### src/rtl/pkt_pkg.sv
// Shared codes, state encoding and helpers for the packet framing sequencer.
package pkt_pkg;

    localparam logic [8:0] K28_1 = 9'h13C;
    localparam logic [8:0] K28_5 = 9'h1BC;
    localparam logic [8:0] K23_7 = 9'h1F7;
    localparam logic [8:0] K28_7 = 9'h1FC;

    localparam int SYNC_LEN_DEF = 4;
    localparam int QUIET_DEF    = 10;
    localparam int CNT_W        = 8;

    typedef enum logic [2:0] {
        ST_IDLE     = 3'd0,
        ST_SYNC     = 3'd1,
        ST_BODY     = 3'd2,
        ST_INS_K237 = 3'd3,
        ST_INS_CRC  = 3'd4,
        ST_INS_EOP  = 3'd5,
        ST_QUIET    = 3'd6
    } state_t;

    typedef enum logic [1:0] {
        SEL_PASS = 2'd0,
        SEL_K237 = 2'd1,
        SEL_CRC  = 2'd2,
        SEL_EOP  = 2'd3
    } sel_t;

    // CRC bytes leave least significant first.
    function automatic logic [7:0] crc_lane(input logic [31:0] crc, input logic [1:0] lane);
        logic [7:0] b;
        case (lane)
            2'd0:    b = crc[7:0];
            2'd1:    b = crc[15:8];
            2'd2:    b = crc[23:16];
            2'd3:    b = crc[31:24];
            default: b = 8'h00;
        endcase
        return b;
    endfunction

endpackage

### src/rtl/pkt_frame_seq_if.sv
// Symbol stream bundle: valid, 9-bit symbol ([8]=K) and start-of-packet marker.
interface pkt_frame_seq_if;
    logic       push;
    logic [8:0] data;
    logic       start;

    modport master (output push, data, start);
    modport slave  (input  push, data, start);
endinterface

### src/rtl/pkt_crc_mux.sv
// Output symbol selector: pass-through, K.23.7, one captured CRC byte lane, or K.28.5.
module pkt_crc_mux
    import pkt_pkg::*;
(
    input  sel_t        sel,
    input  logic [1:0]  lane,
    input  logic [8:0]  pass_data,
    input  logic [31:0] crc_cap,
    output logic [8:0]  mux_data
);

    // Symbol source selection
    always_comb begin
        mux_data = pass_data;
        case (sel)
            SEL_PASS: mux_data = pass_data;
            SEL_K237: mux_data = K23_7;
            SEL_CRC:  mux_data = {1'b0, crc_lane(crc_cap, lane)};
            SEL_EOP:  mux_data = K28_5;
            default:  mux_data = pass_data;
        endcase
    end

endmodule

### src/rtl/pkt_frame_seq.sv
// Packet framing sequencer: passes symbols to the encoder, gates the CRC engine,
// and on K.28.5 appends K.23.7, the CRC bytes and K.28.5, then holds a quiet window.
module pkt_frame_seq
    import pkt_pkg::*;
#(
    parameter int SYNC_LEN = SYNC_LEN_DEF,
    parameter int QUIET    = QUIET_DEF
) (
    input  logic               clk,
    input  logic               reset,
    pkt_frame_seq_if.slave     sym_in,
    pkt_frame_seq_if.master    sym_out,
    output logic               crc_clr,
    output logic               crc_en,
    output logic [7:0]         crc_byte,
    input  logic [31:0]        crc_result,
    output logic               busy,
    output logic               proto_err
);

    state_t             state_r, state_nxt_s;
    logic [CNT_W-1:0]   sync_cnt_r, sync_nxt_s;
    // qcnt_r is 1 in the cycle after the K.28.5 input and counts every busy cycle
    logic [CNT_W-1:0]   qcnt_r;
    logic [31:0]        crc_cap_r;
    logic               err_s, pass_s, capture_s, busy_nxt_s, out_valid_s, quiet_done_s;
    logic               is_k281_s, is_k285_s, is_k287_s;
    logic [1:0]         lane_s;
    logic [8:0]         mux_data_s;
    sel_t               sel_s;

    assign is_k281_s    = (sym_in.data == K28_1);
    assign is_k285_s    = (sym_in.data == K28_5);
    assign is_k287_s    = (sym_in.data == K28_7);
    assign quiet_done_s = (qcnt_r >= CNT_W'(QUIET - 1));
    assign lane_s       = qcnt_r[1:0] - 2'd1;
    assign busy_nxt_s   = (state_nxt_s inside {ST_INS_K237, ST_INS_CRC, ST_INS_EOP, ST_QUIET});
    assign out_valid_s  = pass_s || (sel_s != SEL_PASS);

    // Next-state, framing checks and CRC gating
    always_comb begin
        state_nxt_s = state_r;
        sync_nxt_s  = sync_cnt_r;
        err_s       = 1'b0;
        pass_s      = 1'b0;
        capture_s   = 1'b0;
        sel_s       = SEL_PASS;
        crc_clr     = 1'b0;
        crc_en      = 1'b0;
        crc_byte    = sym_in.data[7:0];
        case (state_r)
            ST_IDLE, ST_SYNC, ST_BODY: begin
                if (sym_in.push && sym_in.start) begin
                    pass_s  = 1'b1;
                    crc_clr = 1'b1;
                    if (is_k281_s) begin
                        err_s       = (state_r != ST_IDLE);
                        sync_nxt_s  = 8'd1;
                        state_nxt_s = (SYNC_LEN <= 1) ? ST_BODY : ST_SYNC;
                    end else begin
                        err_s       = 1'b1;
                        sync_nxt_s  = 8'd0;
                        state_nxt_s = ST_BODY;
                        crc_en      = !is_k285_s;
                    end
                end else if (sym_in.push && (state_r == ST_IDLE)) begin
                    pass_s = 1'b1;
                    err_s  = 1'b1;
                end else if (sym_in.push && (state_r == ST_SYNC)) begin
                    pass_s = 1'b1;
                    if (is_k281_s) begin
                        sync_nxt_s  = sync_cnt_r + 8'd1;
                        state_nxt_s = (sync_nxt_s >= CNT_W'(SYNC_LEN)) ? ST_BODY : ST_SYNC;
                    end else begin
                        // A short sync turns this symbol into the first body byte
                        err_s       = 1'b1;
                        state_nxt_s = ST_BODY;
                        crc_en      = !is_k285_s;
                    end
                end else if (sym_in.push && (state_r == ST_BODY)) begin
                    if (is_k285_s) begin
                        capture_s   = 1'b1;
                        sel_s       = SEL_K237;
                        state_nxt_s = ST_INS_K237;
                    end else begin
                        pass_s = 1'b1;
                        err_s  = is_k287_s;
                        crc_en = !is_k281_s;
                    end
                end else begin
                    state_nxt_s = state_r;
                end
            end
            ST_INS_K237: begin
                err_s       = sym_in.push;
                sel_s       = SEL_CRC;
                state_nxt_s = ST_INS_CRC;
            end
            ST_INS_CRC: begin
                err_s = sym_in.push;
                if (qcnt_r == 8'd5) begin
                    sel_s       = SEL_EOP;
                    state_nxt_s = ST_INS_EOP;
                end else begin
                    sel_s       = SEL_CRC;
                    state_nxt_s = ST_INS_CRC;
                end
            end
            ST_INS_EOP, ST_QUIET: begin
                err_s       = sym_in.push;
                state_nxt_s = quiet_done_s ? ST_IDLE : ST_QUIET;
            end
            default: begin
                state_nxt_s = ST_IDLE;
            end
        endcase
    end

    pkt_crc_mux u_mux (
        .sel       (sel_s),
        .lane      (lane_s),
        .pass_data (sym_in.data),
        .crc_cap   (crc_cap_r),
        .mux_data  (mux_data_s)
    );

    // State, counters, CRC capture and registered outputs
    always_ff @(posedge clk) begin
        if (reset) begin
            state_r       <= ST_IDLE;
            sync_cnt_r    <= 8'd0;
            qcnt_r        <= 8'd0;
            crc_cap_r     <= 32'd0;
            sym_out.push  <= 1'b0;
            sym_out.data  <= 9'd0;
            sym_out.start <= 1'b0;
            busy          <= 1'b0;
            proto_err     <= 1'b0;
        end else begin
            state_r    <= state_nxt_s;
            sync_cnt_r <= sync_nxt_s;
            if (capture_s) begin
                crc_cap_r <= crc_result;
                qcnt_r    <= 8'd1;
            end else if (busy) begin
                qcnt_r    <= qcnt_r + 8'd1;
            end else begin
                qcnt_r    <= 8'd0;
            end
            sym_out.push  <= out_valid_s;
            sym_out.data  <= out_valid_s ? mux_data_s : 9'd0;
            sym_out.start <= pass_s & sym_in.start;
            busy          <= busy_nxt_s;
            proto_err     <= err_s;
        end
    end

endmodule
### src/flat_wrapper.sv
// flat-port wrapper written by rule: the top's interface ports become plain ports
module pkt_frame_seq_flat import pkt_pkg::*;
#(
    parameter int SYNC_LEN = SYNC_LEN_DEF,
    parameter int QUIET    = QUIET_DEF
)
  (clk, reset, crc_clr, crc_en, crc_byte, crc_result, busy, proto_err, sym_in_push, sym_in_data, sym_in_start, sym_out_push, sym_out_data, sym_out_start);
  pkt_frame_seq_if sym_in_i ();
  pkt_frame_seq_if sym_out_i ();
  input  logic clk;
  input  logic reset;
  output logic crc_clr;
  output logic crc_en;
  output logic [7:0] crc_byte;
  input  logic [31:0] crc_result;
  output logic busy;
  output logic proto_err;
  input wire logic [$bits(sym_in_i.push)-1:0] sym_in_push;
  input wire logic [$bits(sym_in_i.data)-1:0] sym_in_data;
  input wire logic [$bits(sym_in_i.start)-1:0] sym_in_start;
  output wire logic [$bits(sym_out_i.push)-1:0] sym_out_push;
  output wire logic [$bits(sym_out_i.data)-1:0] sym_out_data;
  output wire logic [$bits(sym_out_i.start)-1:0] sym_out_start;
  assign sym_in_i.push = sym_in_push;
  assign sym_in_i.data = sym_in_data;
  assign sym_in_i.start = sym_in_start;
  assign sym_out_push = sym_out_i.push;
  assign sym_out_data = sym_out_i.data;
  assign sym_out_start = sym_out_i.start;
  pkt_frame_seq #(.SYNC_LEN(SYNC_LEN), .QUIET(QUIET)) u_core (.clk(clk), .reset(reset), .sym_in(sym_in_i), .sym_out(sym_out_i), .crc_clr(crc_clr), .crc_en(crc_en), .crc_byte(crc_byte), .crc_result(crc_result), .busy(busy), .proto_err(proto_err));
endmodule
### config.mk
export PLATFORM = sky130hd
export DESIGN_NAME = pkt_frame_seq_flat
export DESIGN_NICKNAME = d
export VERILOG_FILES = /design/src/rtl/pkt_pkg.sv /design/src/rtl/pkt_frame_seq_if.sv /design/src/rtl/pkt_crc_mux.sv /design/src/rtl/pkt_frame_seq.sv /design/src/flat_wrapper.sv
export SDC_FILE = /design/constraint.sdc
export NUM_CORES = 1
export LEC_CHECK = 0
export CELL_PAD_IN_SITES_DETAIL_PLACEMENT = 0
export CELL_PAD_IN_SITES_GLOBAL_PLACEMENT = 1
export CORE_ASPECT_RATIO = 1.25
export CORE_MARGIN = 4
export CORE_UTILIZATION = 33
export CTS_CLUSTER_SIZE = 16
export DETAILED_ROUTE_END_ITERATION = 16
export GPL_TIMING_DRIVEN = 0
export PLACE_DENSITY = 0.76
export SYNTH_ARGS = -nofsm -noshare
export SYNTH_HDL_FRONTEND = slang
export SYNTH_SLANG_ARGS = --single-unit
### constraint.sdc
create_clock -name clk -period 5.8 [get_ports clk]
set_clock_uncertainty 0.15 [all_clocks]
set_input_delay 1.16 -clock clk [delete_from_list [all_inputs] [get_ports clk]]
set_output_delay 1.16 -clock clk [all_outputs]
set_load 0.01 [all_outputs]
==> results of run 1 <==
[layout make-up]
class / instances / area, sq um
clock buffer: 9 / 225
inverter: 13 / 48.8
timing repair buffer: 64 / 641
clock inverter: 7 / 72.6
tap: 123 / 154
multi-input combinational: 284 / 1650
sequential: 64 / 1280
buffer: 31 / 156
fill: 931 / 5000
[power by group]
part	switching [uW]	internal, uW
logic	37.4	49.9
registers	0.893	444
clock network	195	332
total	234	826
[flip-flops by register name (all words and copies together), names as in the netlist]
name / cells
u_core.sym_out.data: 9
u_core.sym_out.start: 1
u_core.crc_cap_r: 32
u_core.sym_out.push: 1
u_core.qcnt_r: 8
u_core.sync_cnt_r: 8
u_core.busy: 1
u_core.state_r: 3
u_core.proto_err: 1
[synthesized netlist by cell type, drive strengths merged, types with 3 or more instances]
cell and instances:
dfxtp 64, o31a 3, a222oi 8, a21oi 55
o21a 4, mux2i 7, nor3 5, nand2 78
inv 12, nand3b 3, nand3 12, clkbuf 15
a311oi 3, nor4 4, o31ai 6, ha 8
and3 4, o21ai 15, xor2 6, buf 16
nor2 29
[worst register-to-register path, stage by stage, from the launching register on]
cell and delay, ns:
dfxtp_1 0.44, inv_1 0.13, ha_1 0.21, and3b_1 0.18
and4b_1 0.19, clkbuf_1 0.18, a21oi_2 0.40, a31o_2 0.22
buf_2 0.21, a21oi_1 0.09
[path summary, 6_finish.rpt]
| check | endpoint | slack (ns) | cells past startpoint |
|---|---|---|---|
| setup / recovery | crc_en | 1.35 | 5 |
| hold / removal | u_core.crc_cap_r[1] | 0.30 | 2 |
| setup reg to reg | u_core.sym_out.data[7] | 3.27 | 9 |
| hold reg to reg | u_core.crc_cap_r[1] | 0.30 | 2 |
[metrics by stage]
step | hold slack [ns] | utilization (%) | setup WS, ns | total power, uW
2_1_floorplan | 0.279 | - | 2.47 | 487
3_5_place_dp | 0.293 | 42.6 | 1.35 | 542
3_3_place_gp | 0.286 | 42.6 | 1.34 | 542
6_report | 0.300 | 45.8 | 1.35 | 1060
4_1_cts | 0.301 | 45.8 | 1.36 | 1070
5_1_grt | 0.327 | 45.8 | 1.27 | 1100
[layer usage]
layer / GRT usage, % / vias up / wire length (um)
met5: 0 / - / 0
met4: 6.83 / 0 / 224
met3: 3.58 / 21 / 508
met1: 19.3 / 1377 / 3680
met2: 28.2 / 98 / 4230
li1: - / 1532 / -
[kinds of logic after synthesis]
family,after synthesis,synth area share [%]
compound gates,107,21.5
buf+inv,44,6.55
xor+xnor,7,1.96
fa+ha+maj,8,3.19
simple gates,155,23.7
mux,7,2.24
flops,64,40.9
==> metrics, run 1 <==
status finished clean; hpwl dp 6630 um; worst hold path class register to register; CTS tree yes; clk slew on worst S/H paths 0.05 ns; postcts setup bufs 0; TritonRoute pass-1 iters 6; Detail Route Antenna Nets 0; max_cap viols 0; most numerous cell on the critical path clkdlybuf4s50_1; Worst-Skew Late Latency 0.33 ns; Syn Area/Cell 8.00 sq um; die width 95.2 um; Nets 520; first-pass GRT wire length 14000 um; Cells after DPL 579; Slew Limit Headroom 60.4%; hold buffer count at CTS 0; placed inst area 3930 sq um; top-area cell type share of the netlist area 40.9%; buffer levels on the longest clock path 2; Fin Setup TNS 0 ns; CORE AREA 9220 sq um; drt via density 5.09; most frequent cells in the layout nand2_1 (78), clkdlybuf4s50_1 (64), dfxtp_1 (64); Critical Path Fanout Max 5; pwr dens 251 nW/um^2; row cnt 39; synth top area cells dfxtp_1 (41%), nand2_1 (9.3%), a21oi_1 (8.5%); synthesized cell area 3130 sq um; Wirelength per Cell 14.5 um; Worst path slowest cell or4b_4; Startpoint Class input pin; EDFF count, synth 0; die height 117 um; HP Start u_core.crc_cap_r[1]; Yosys reg bits 64; min Tclk post-route 4.45 ns; number of buffers created by CTS 9; fraction of layout cells with a size suffix above 1 9.11%; antenna cell count 0; initial core utilization 34.0%; fin. max-slew vios 0; DR DRC count 0; DIE AREA 11100 sq um; fmax 225 MHz; vias in the first global route 3013; root buf cell clkbuf_16; setup violators final 0; GRT overflow 0; crit path from sym_in_data[0]; CP Class input pin to output pin; IO Count 68; CP cell instances clkdlybuf4s50_1 -> or4b_4 -> nor2_1 -> a211oi_1 -> clkdlybuf4s50_1; initial drt markers 186; delay-heaviest family, CP buffers and inverters; Slew @ Worst Pin 0.594 ns; CP bufs+invs 2; CP endpoint kind output pin; Lkg Pwr 0.00155 uW; ys flop type dfxtp_1; final std cell area, no fill 4230 sq um; IO buf count 64; placer congestion estimate 0.825; Distinct cells, synth 54; Area Overhead vs Synth 34.9%; Required @ worst endpoint 4.49 ns; H-tree levels 3; clk sinks 64; Vias 3028; most common cell after layout, fill and taps aside nand2_1; Fin. Hold Viols 0; Syn. warnings 0; pin count of the biggest net entering global routing 13; drt total wl 8650 um; sequential area share after synthesis 40.9%; Worst Path Arrival 3.14 ns; initial antenna violation count 0; part of the cycle the worst path needs 76.8%; VDD IR-drop max 0.116 mV; CP peak stage delay 0.59 ns; RSZ-0062 raised after global routing no; Syn Nets 445; Post-CTS Resized 0; reg2reg start u_core.qcnt_r[1]; Syn Inst Count 392; fraction of registers with async set/reset 0%; global-route total usage across every layer 16.3%; area leader, netlist dfxtp_1; Non-Filler Instances 595
(Power assumes the default switching activity.)
==> run 2: changes to the inputs <==
- PLACE_DENSITY: 0.76 -> 0.79
- clock period: 5.8 -> 3.7 ns (I/O delays scaled with it)
==> run 2 against run 1 <==
First-iteration DRC count shrank 17%; clock power up 72%; setup slack got worse by 1.2 ns; wire length rose by 1.4%; total power increased by 64%; non-clock buffer count is the same; global-route usage fell by 0.24 points; cell count did not move; sequential share of layout area fell by 0.19 points; combinational power is 57% higher; sequential cell count is the same; critical path type unchanged; clock-buffer cell count did not move.
==> metrics, run 2 (synthesized netlist as in run 1, its figures left out) <==
most frequent cells in the layout nand2_1 (78), clkdlybuf4s50_1 (64), dfxtp_1 (64); met3 wire len 517 um; reg2reg start u_core.sync_cnt_r[0]; delay-heaviest family, CP buffers and inverters; CORE AREA 9220 sq um; Worst path slowest cell or4b_4; row cnt 39; fin. max-slew vios 0; reg2reg path depth 6; r2r endpoint u_core.qcnt_r[0]; Fin. Hold Viols 0; Cells after DPL 579; fmax 284 MHz; Reg2Reg Setup Slack 1.17 ns; worst hold path endpoint u_core.crc_cap_r[3]; RSZ-0062 raised after global routing no; most numerous cell on the critical path clkdlybuf4s50_1; Slew @ Worst Pin 0.618 ns; Vias 3006; Detail Route Antenna Nets 0; max reg flops 32; antenna cell count 0; Filler cells 919; max_cap viols 0; CP Class input pin to output pin; postcts setup bufs 0; clk sinks 64; final std cell area, no fill 4250 sq um; footprint of the multi-input gates 1650 sq um; status finished clean; Post-CTS Resized 0; initial core utilization 34.0%; first-pass GRT wire length 13900 um; Area Overhead vs Synth 35.7%; placed inst area 3930 sq um; min Tclk post-route 3.52 ns; met2 wire len 4220 um; pin count of the biggest net entering global routing 13; root buf cell clkbuf_16; vias in the first global route 2896; M1 WL 3830 um; buffer levels on the longest clock path 2; IO Count 68; worst hold path class register to register; Required @ worst endpoint 2.81 ns; TritonRoute pass-1 iters 7; Worst Hold Depth 2; FF+latch area 1280 sq um; initial drt markers 154; CP bufs+invs 2; GRT overflow 0; Fin Setup TNS 0 ns; fraction of layout cells with a size suffix above 1 9.32%; Tot Pwr 1740 uW; DR DRC count 0; global-route total usage across every layer 16.0%; IO buf count 64; part of the cycle the worst path needs 95.2%; CP cell instances clkdlybuf4s50_1 -> or4b_4 -> nor2_2 -> a211oi_1 -> clkdlybuf4s50_1; hold buffer count at CTS 0; Worst Path Arrival 2.63 ns; Startpoint Class input pin; Wirelength per Cell 14.7 um; DIE AREA 11100 sq um; drt total wl 8770 um; biggest regs u_core.crc_cap_r: 32 flops, u_core.sym_out.data: 9 flops; hpwl dp 6520 um; Critical Path Fanout Max 5; Lkg Pwr 0.00155 uW; die width 95.2 um; clk slew on worst S/H paths 0.06 ns; most common cell after layout, fill and taps aside nand2_1; Slew Limit Headroom 58.8%; CP peak stage delay 0.59 ns; CP endpoint kind output pin; CTS tree yes; Largest Register u_core.crc_cap_r; H-tree levels 3; placer congestion estimate 0.848; number of buffers created by CTS 9; Max Used Layer met4; pwr dens 409 nW/um^2; VDD IR-drop max 0.226 mV; Nets 520; die height 117 um; setup violators final 0; Worst-Skew Late Latency 0.33 ns; Non-Filler Instances 595; initial antenna violation count 0; HP Start u_core.crc_cap_r[3]; drt via density 5.05
==> run 2: worst register-to-register path: cells and delay by family (launching register included) <==
kind / cells / cell delay [ns]
fa+ha+maj: 1 / 0.30
compound gates: 2 / 0.70
flops: 1 / 0.36
simple gates: 3 / 0.88
==> run 2: final cells by class <==
type | instances | share of cell area [%]
Multi-Input combinational cell | 284 | 38.8
Timing Repair Buffer | 64 | 15.1
Buffer | 31 | 3.68
Clock buffer | 9 | 5.30
Sequential cell | 64 | 30.1
Clock inverter | 7 | 2.27
Tap cell | 123 | 3.62
Inverter | 13 | 1.15
==> run 2: per-layer routing <==
layer	up-vias	GRT usage, %
li1	1529	-
met1	1363	19.7
met2	94	26.7
met3	20	4.03
met4	0	6.54
met5	-	0
==> run 2: how the worst max path moves through the flow <==
stage,startpoint,to,cells after the start
after floorplan,sym_in_data[1],crc_en,3
after global placement,sym_in_data[6],crc_en,5
after detailed placement,sym_in_data[0],crc_en,5
after CTS,sym_in_data[1],crc_en,5
after global routing,sym_in_data[6],crc_en,5
final,sym_in_data[0],crc_en,5
==> run 2: power by group <==
| group | switching [uW] | internal [uW] | leakage, uW |
|---|---|---|---|
| Sequential | 1.54 | 696 | 0.000518 |
| Combinational | 59.1 | 78.3 | 0.000887 |
| Clock | 318 | 589 | 0.000148 |
| Total | 379 | 1360 | 0.00155 |
==> run 2: through the flow <==
step                util, %  hold slack [ns]  worst slack [ns]
floorplan                 -            0.279              1.21
global placement       42.6            0.287            0.0950
detailed placement     42.6            0.292             0.107
CTS                    46.1            0.300             0.101
global route           46.1            0.320            0.0984
finish                 46.1            0.296             0.177
==> run 3: changes to the inputs <==
- SKIP_LAST_GASP: unset -> 1
==> results of run 3 <==
Final layout, timing and power as in run 2 (identical DEF).
